[src/rtl/dpram_pkg.sv]
// Shared dual-port RAM definitions: default widths and the read-initiator state encoding.
`default_nettype none

package dpram_pkg;
  localparam int DEF_ADDR_W = 8;
  localparam int DEF_DATA_W = 16;
  localparam int DEF_LEN_W  = 9;

  typedef enum logic [1:0] {
    IDLE  = 2'd0,
    ISSUE = 2'd1,
    DRAIN = 2'd2
  } rd_state_e;
endpackage

`default_nettype wire

[src/rtl/dpram_rd_skid.sv]
// Two-entry {last, data} FIFO absorbing RAM read returns, with a valid/ready output side.
`default_nettype none

module dpram_rd_skid
  import dpram_pkg::*;
#(
  parameter int DATA_W = DEF_DATA_W
) (
  input  logic              clk,
  input  logic              rst,
  input  logic              push_i,
  input  logic [DATA_W-1:0] push_data_i,
  input  logic              push_last_i,
  output logic [1:0]        occ_o,
  output logic              m_valid_o,
  input  logic              m_ready_i,
  output logic [DATA_W-1:0] m_data_o,
  output logic              m_last_o
);

  logic [DATA_W:0] mem_q [2];
  logic            wr_ptr_q;
  logic            rd_ptr_q;
  logic [1:0]      count_q;
  logic            w_pop;

  assign w_pop = m_valid_o & m_ready_i;

  always_ff @(posedge clk) begin
    if (rst) begin
      mem_q[0] <= '0;
      mem_q[1] <= '0;
      wr_ptr_q <= 1'b0;
      rd_ptr_q <= 1'b0;
      count_q  <= 2'd0;
    end else begin
      if (push_i) begin
        mem_q[wr_ptr_q] <= {push_last_i, push_data_i};
        wr_ptr_q        <= ~wr_ptr_q;
      end
      if (w_pop) begin
        rd_ptr_q <= ~rd_ptr_q;
      end
      count_q <= count_q + {1'b0, push_i} - {1'b0, w_pop};
    end
  end

  // Head entry is held until popped, so outputs are stable under stall.
  assign occ_o                = count_q;
  assign m_valid_o            = (count_q != 2'd0);
  assign {m_last_o, m_data_o} = mem_q[rd_ptr_q];

endmodule

`default_nettype wire

[src/rtl/dpram_burst_reader.sv]
// Burst read initiator for one RAM port: issues single-word reads under a 2-word credit
// limit and streams the returned words out with a last-beat marker.
`default_nettype none

module dpram_burst_reader
  import dpram_pkg::*;
#(
  parameter int ADDR_W = DEF_ADDR_W,
  parameter int DATA_W = DEF_DATA_W,
  parameter int LEN_W  = DEF_LEN_W
) (
  input  logic              clk,
  input  logic              rst,
  input  logic              cmd_valid,
  output logic              cmd_ready,
  input  logic [ADDR_W-1:0] cmd_addr,
  input  logic [LEN_W-1:0]  cmd_len,
  output logic              busy,
  output logic              done,
  output logic              ram_en,
  output logic              ram_we,
  output logic [ADDR_W-1:0] ram_addr,
  input  logic [DATA_W-1:0] ram_dout,
  output logic              m_valid,
  input  logic              m_ready,
  output logic [DATA_W-1:0] m_data,
  output logic              m_last
);

  rd_state_e         state_q, state_d;
  logic [ADDR_W-1:0] cur_addr_q, cur_addr_d;
  logic [LEN_W-1:0]  remaining_q, remaining_d;
  logic              rd_pend_q;
  logic              rd_last_q;
  logic              zdone_q;

  logic [1:0] w_occ;
  logic [2:0] w_used;
  logic       w_pop;
  logic       w_issue;
  logic       w_cmd_fire;
  logic       w_last_issue;

  assign w_cmd_fire   = cmd_valid & cmd_ready;
  assign w_pop        = m_valid & m_ready;
  assign w_used       = {1'b0, w_occ} + {2'b0, rd_pend_q};
  // A beat leaving this cycle frees its slot in time for a new read, giving 1 word/cycle.
  assign w_issue      = (state_q == ISSUE) && (w_used < (3'd2 + {2'b0, w_pop}));
  assign w_last_issue = w_issue && (remaining_q == LEN_W'(1));

  always_ff @(posedge clk) begin
    if (rst) begin
      state_q <= IDLE;
    end else begin
      state_q <= state_d;
    end
  end

  always_comb begin
    state_d = state_q;
    case (state_q)
      IDLE:    if (w_cmd_fire && (cmd_len != '0)) state_d = ISSUE;
      ISSUE:   if (w_last_issue) state_d = DRAIN;
      DRAIN:   if (w_pop && m_last) state_d = IDLE;
      default: state_d = IDLE;
    endcase
  end

  always_comb begin
    cmd_ready = (state_q == IDLE);
    busy      = (state_q != IDLE);
    ram_en    = w_issue;
    ram_we    = 1'b0;
    ram_addr  = cur_addr_q;
    done      = zdone_q | ((state_q == DRAIN) & w_pop & m_last);
  end

  always_comb begin
    cur_addr_d  = cur_addr_q;
    remaining_d = remaining_q;
    if (w_cmd_fire && (cmd_len != '0)) begin
      cur_addr_d  = cmd_addr;
      remaining_d = cmd_len;
    end else if (w_issue) begin
      cur_addr_d  = cur_addr_q + ADDR_W'(1);
      remaining_d = remaining_q - LEN_W'(1);
    end
  end

  always_ff @(posedge clk) begin
    if (rst) begin
      cur_addr_q  <= '0;
      remaining_q <= '0;
      rd_pend_q   <= 1'b0;
      rd_last_q   <= 1'b0;
      zdone_q     <= 1'b0;
    end else begin
      cur_addr_q  <= cur_addr_d;
      remaining_q <= remaining_d;
      rd_pend_q   <= w_issue;
      rd_last_q   <= w_last_issue;
      zdone_q     <= w_cmd_fire && (cmd_len == '0);
    end
  end

  dpram_rd_skid #(
    .DATA_W(DATA_W)
  ) u_skid (
    .clk        (clk),
    .rst        (rst),
    .push_i     (rd_pend_q),
    .push_data_i(ram_dout),
    .push_last_i(rd_last_q),
    .occ_o      (w_occ),
    .m_valid_o  (m_valid),
    .m_ready_i  (m_ready),
    .m_data_o   (m_data),
    .m_last_o   (m_last)
  );

endmodule

`default_nettype wire

[config.mk]
export PLATFORM = sky130hd
export DESIGN_NAME = dpram_burst_reader
export DESIGN_NICKNAME = d
export VERILOG_FILES = /design/src/rtl/dpram_pkg.sv /design/src/rtl/dpram_rd_skid.sv /design/src/rtl/dpram_burst_reader.sv
export SDC_FILE = /design/constraint.sdc
export NUM_CORES = 1
export LEC_CHECK = 0
export CAP_MARGIN = 15
export CORE_MARGIN = 2
export CORE_UTILIZATION = 25
export DETAILED_ROUTE_END_ITERATION = 6
export PLACE_DENSITY = 0.52
export SYNTH_ARGS = -nofsm -noshare
export SYNTH_HDL_FRONTEND = slang
export SYNTH_HIERARCHICAL = 1
export SYNTH_SLANG_ARGS = --single-unit
[constraint.sdc]
create_clock -name clk -period 2.5 [get_ports clk]
set_input_delay 0.5 -clock clk [delete_from_list [all_inputs] [get_ports clk]]
set_output_delay 0.5 -clock clk [all_outputs]
set_load 0.005 [all_outputs]
* Yosys cells after proc, flatten, opt, wreduce, memory -nomap -nowiden *
Memory sizes are Yosys's and may differ from the RTL's. A register that Yosys moved wholly into a read port is not among the register bits.
Index checks and enable logic that the tools add are counted.
W data, S select, Z words.

storage, ports and cells
  flip-flop bits (word level) = 26
  RAM bits = 34
  input bits = 37
  output and inout bits = 31
  logic and storage cells = 61
  memories = 1

memory list
  memory        depth  width  read ports  clocked after memory_dff  wr ports  RTL line             text
  u_skid.mem_q  2      17     1           1                         2         dpram_rd_skid.sv:21  logic [DATA_W:0] mem_q [2];

operators by class
  add/sub/neg operators = 6
  $lt $le $gt $ge = 1
  eq/ne operators = 6
  multiplexer cells = 18
  bitwise operators = 7
  reductions and logical operators = 13

operator list
  kind                   number
  $mux W9                2
  $mux W17               1
  $reduce_or A17 Y1      1
  $mux W8                2
  $eq A9 B1 Y1 const B   1
  $logic_not A9 Y1       1
  $mux W1                9
  $reduce_bool A9 Y1     1
  $sub A9 B1 Y9 const B  1
  $add A8 B1 Y8 const B  1
  $mux W2                3
  $pmux W2 S3            1
  $reduce_bool A2 Y1     3
  $logic_and A1 B1 Y1    5
  $and A1 B1 Y1          4
  $ne A2 B2 Y1 const B   2
  $add A2 B1 Y3          1
  $add A2 B1 Y3 const A  1
  $lt A3 B3 Y1           1
  $reduce_and A3 Y1      1
  $add A2 B1 Y2          1
  $eq A2 B1 Y1 const B   1
  $eq A2 B2 Y1 const B   1
  $logic_not A2 Y1       1
  other kinds (4)        5

* Logic depth before layout (Yosys ltp) *
  depth in word-level cells = 8
  depth in mapped cells = 8

* Hierarchy *
The synthesis kept the hierarchy.

by module, submodules not included
  module              instances  cells each  area each (µm²)
  dpram_rd_skid       1          133         1,796.7
  dpram_burst_reader  1          151         1,273.7

* Worst setup path before layout *
OpenSTA, ideal clock, no wires.

  path type = register to output
  from = register rd_pend_q
  to = output ram_en
  data arrival time = 1.495 ns
  data required time = 2.000 ns
  path slack = 0.505 ns
  cell stages (with the launch flop) = 7
  path through = dfxtp_1 > ha_1 > ha_1 > or3b_1 > a21o_1 > inv_1 > buf_4

on the way
  word-level cells in the longest chain between the ends = 3

ends and longest elaborated chain
  what                    RTL line                   text
  start, declared         dpram_burst_reader.sv:33   logic rd_pend_q;
  start signal, assigned  dpram_burst_reader.sv:100  rd_pend_q <= w_issue;
  $add A2 B1 Y3           dpram_burst_reader.sv:46   assign w_used = {1'b0, w_occ} + {2'b0, rd_pend_q};
  $lt A3 B3 Y1            dpram_burst_reader.sv:48   assign w_issue = (state_q == ISSUE) && (w_used < (3'd2 + {2'b0, w_pop}));
  $logic_and A1 B1 Y1     dpram_burst_reader.sv:48
  end, declared           dpram_burst_reader.sv:20   output logic ram_en,

No other way between the ends.

* Final worst setup path *
  from = register u_skid.count_q[0], in the netlist u_skid/occ_o[0]
  to = output ram_en

on the way
  word-level cells in the longest chain between the ends = 5

ends and longest elaborated chain
  what                    RTL line                  text
  start, declared         dpram_rd_skid.sv:24       logic [1:0] count_q;
  start signal, assigned  dpram_rd_skid.sv:44       count_q <= count_q + {1'b0, push_i} - {1'b0, w_pop};
  $reduce_bool A2 Y1      dpram_rd_skid.sv:50       assign m_valid_o = (count_q != 2'd0);
  $and A1 B1 Y1           dpram_burst_reader.sv:45  assign w_pop = m_valid & m_ready;
  $add A2 B1 Y3           dpram_burst_reader.sv:48
  $lt A3 B3 Y1 *          dpram_burst_reader.sv:48
  $logic_and A1 B1 Y1 *   dpram_burst_reader.sv:48

Mark *: on every way between the ends. The rest lies on a longest branch, timed or not.

==> results.md <==
* Max Clock Skew at 0.00397 ns
* Final global-route overflow total at 0
* DRT antenna net count at 0
* IR drop worst, VDD at 0.274 mV
* # port buffers at 66
* Placed Cells at 498
* Register area at 1560 µm²
* Initial antenna violation count at 0
* Clk slew on worst S/H paths at 0.05 ns
* DIE WIDTH at 115 µm
* Wire per inst at 14.8 µm
* # DRC at 0
* R2r worst-path depth at 7
* Final Cycle Share at 97.0%
* Area of the core at 12000 µm²
* Critical path fanouts, max at 4
* Vias in the first global route at 2511
* Clock power share at 40.9%
* Layout Cells excl Fill at 515
* Cell Chain, Critical Path: ha_1, ha_1, or3b_4, a21o_1, inv_2, dlygate4sd2_1
* Hold endpoint: u_skid/wr_ptr_q
* # clock sinks at 61
* CP max-delay cell: or3b_4
* Die height at 115 µm
* Area grow syn2layout at 39.0%
* Crit Path Class: register to output port
* First-pass iteration count of the detailed router at 4
* CP max stage delay at 0.40 ns
* Starting density of the core at 25.6%
* Switching pwr at 0.862 mW
* Worst skew pair latency at 0.32 ns
* Post-Synthesis Cells at 284
* Synth area leaders: edfxtp_1 (33%), dfxtp_1 (18%), nor2_1 (5.9%), mux2_4 (4.9%), nand2b_1 (4.7%)
* Post-synth top area share at 33.3%
* Comb pwr share at 23.5%
* Fmax at 413 MHz
* Fin. max-slew vios at 0
* Final core occ at 35.5%
* Reg-to-Reg End: remaining_q[5]
* Post-CTS Hold Fix Bufs at 0
* Most common cell after layout, fill and taps aside: clkdlybuf4s50_1
* Status: completed
* Ports at 68
* Drt initial violations at 126
* Setup violations, final at 0
* Worst reg2reg setup slack at 0.29 ns
* N_diodes at 0
* Sw Ratio at 24.8%
* HP Start: u_skid/wr_ptr_q
* PwrDens at 814 nW/µm²
* Count of cell types in the netlist at 52
* Largest net degree at the start of global routing at 37
* Seq pwr share at 35.5%
* Area leader, netlist: edfxtp_1
* Syn avg cell area at 10.8 µm²
* Die area at 13200 µm²
* Most frequent cells in the layout: clkdlybuf4s50_1 (65), nor2_1 (48), edfxtp_1 (34)
* Reg2reg start: u_skid/occ_o[0]
* Post-synth EDFFs at 34
* Hold Crit Depth at 2
* Total Wirelength at 7640 µm
* Multi-input logic area at 1370 µm²
* Mapped Nets at 328
* Share of cells above drive strength 1 at 16.6%
* CTS tree: yes
* Worst Setup Start Kind: register
* CP Capture Type: output port
* Register area share after synthesis at 50.9%
* Max-cap check violation count at 0
* Final hold vios at 0
* Num CTS Buffers at 9
* Critical path arrival at 1.92 ns
* Maximum buffer depth of the clock tree at 2
* Nets@finish at 407
* Rel. slew slack at 60.6%
* YS warnings at 6
* Worst Hold Class: register to register
* Crit path max-delay family: simple AND/OR/NAND/NOR gates
* Crit path time final at 2.42 ns
* Final GP Congestion at 0.832
* Crit path buffers/inverters at 2
* CP required at 2.00 ns
* Fillers at 1228
* Leakage at 1.58 nW
* Row Count at 40
* Via count at 2443
* Netlist Area Pre-Place at 3070 µm²
* Top_reg_cell synth: edfxtp_1
* Cell-internal power at 2.61 mW
* Post-synthesis register bit count at 61
* Worst-margin pin slew at 0.586 ns
* Tot GR Track Use at 12.1%
* First-pass GRT wire length at 12400 µm
* Most Frequent Cell on Critical Path: ha_1
* H-tree levels at 3
* CTS root buffer: clkbuf_16
* Drt via density at 4.74
* Post-DP HPWL at 5400 µm
* Async SR Flop Fraction at 0%
[sequential cells by signal, indices dropped and copies added (netlist names), named ones only]
register and flops:
u_skid/mem_q 34, remaining_q 9, ram_addr 8, state_q 2, u_skid/occ_o 2, rd_last_q 1, rd_pend_q 1, u_skid/rd_ptr_q 1
u_skid/wr_ptr_q 1, zdone_q 1
[stage by stage]
step                      total power [mW]  hold slack, ns  setup WS [ns]  cell area [µm²]  setup TNS, ns
after floorplan                       1.73           0.468          0.505             3070              0
after global placement                2.07           0.478         0.0531             3920              0
after detailed placement              2.08           0.490         0.0281             3920              0
after CTS                             3.52           0.497         0.0612             4270              0
after global routing                  3.65           0.521       -0.00503             4270       -0.00503
final                                 3.47           0.493         0.0761             4270              0
[layout make-up]
class	count	area share, %
inverter	7	0.615
clock inverter	6	2.61
tap	147	4.31
multi-input combinational	201	32.1
timing repair buffer	83	18.4
clock buffer	10	5.36
sequential	61	36.6
[worst max-delay path by stage]
stage / startpoint / end / slack [ns] / cells past startpoint
finish: u_skid/occ_o[0] / ram_en / 0.08 / 6
global route: u_skid/occ_o[0] / ram_en / -0.005 / 6
CTS: rd_pend_q / ram_en / 0.06 / 6
detailed placement: cmd_len[5] / remaining_q[8] / 0.03 / 6
global placement: m_ready / ram_en / 0.05 / 5
floorplan: rd_pend_q / ram_en / 0.50 / 6
[per-layer routing]
metal | share of wire, % | vias up | track usage (%) | wire length [µm]
met4 | 0.93 | 0 | 4.26 | 71
met5 | 0 | - | 0 | 0
met1 | 44 | 1163 | 14.3 | 3330
met2 | 49 | 77 | 21.2 | 3750
li1 | - | 1196 | - | -
met3 | 6.3 | 7 | 3.48 | 481
[worst reg2reg max path, cell delays in order, from the launching register on]
cell	delay [ns]
dfxtp_1	0.33
ha_1	0.19
ha_1	0.19
or3b_4	0.40
a21o_1	0.19
buf_4	0.21
or3_1	0.36
a311oi_1	0.26
[cells in the mapped netlist, drive strengths merged (2+ instances only)]
| cell | instances |
|---|---|
| nor2 | 48 |
| edfxtp | 34 |
| dfxtp | 27 |
| nand2b | 23 |
| mux2 | 19 |
| a21oi | 11 |
| buf | 11 |
| nand3 | 9 |
| nand2 | 8 |
| ha | 7 |
| inv | 7 |
| a211oi | 6 |
| nor3 | 6 |
| a31oi | 5 |
| or3 | 5 |
| clkbuf | 4 |
| nor2b | 4 |
| nor4 | 4 |
| o311ai | 4 |
| a32oi | 3 |
| nand4 | 3 |
| or2 | 3 |
| xnor2 | 3 |
| a22oi | 2 |
| a2bb2oi | 2 |
| and3 | 2 |
| and4 | 2 |
| o21a | 2 |
| o21ai | 2 |
| or3b | 2 |
[cells by family after synthesis]
group,count (synthesis),share of synthesized area (%)
fa+ha+maj,7,2.85
buf+inv,22,4.60
flops,61,50.9
simple gates,124,20.9
xor+xnor,4,1.59
mux,19,8.19
compound gates,46,10.8
other cells,1,0.122
[power groups by stage]
stage          combinational (mW)  sequential (mW)  clock [mW]
2_1_floorplan               0.488             1.24           0
3_3_place_gp                0.818             1.25           0
3_5_place_dp                0.826             1.25           0
4_1_cts                     0.830             1.23        1.46
5_1_grt                     0.901             1.25        1.50
6_report                    0.818             1.23        1.42
[what timing repair did]
action                                  in CTS  in global routing
setup buffers                                1                  0
resized for setup                            2                  1
hold endpoints to repair                     0                  0
pin swaps                                    1                  0
endpoints found under the setup margin       1                  1
No activity file was read; power rests on OpenSTA's default activity.
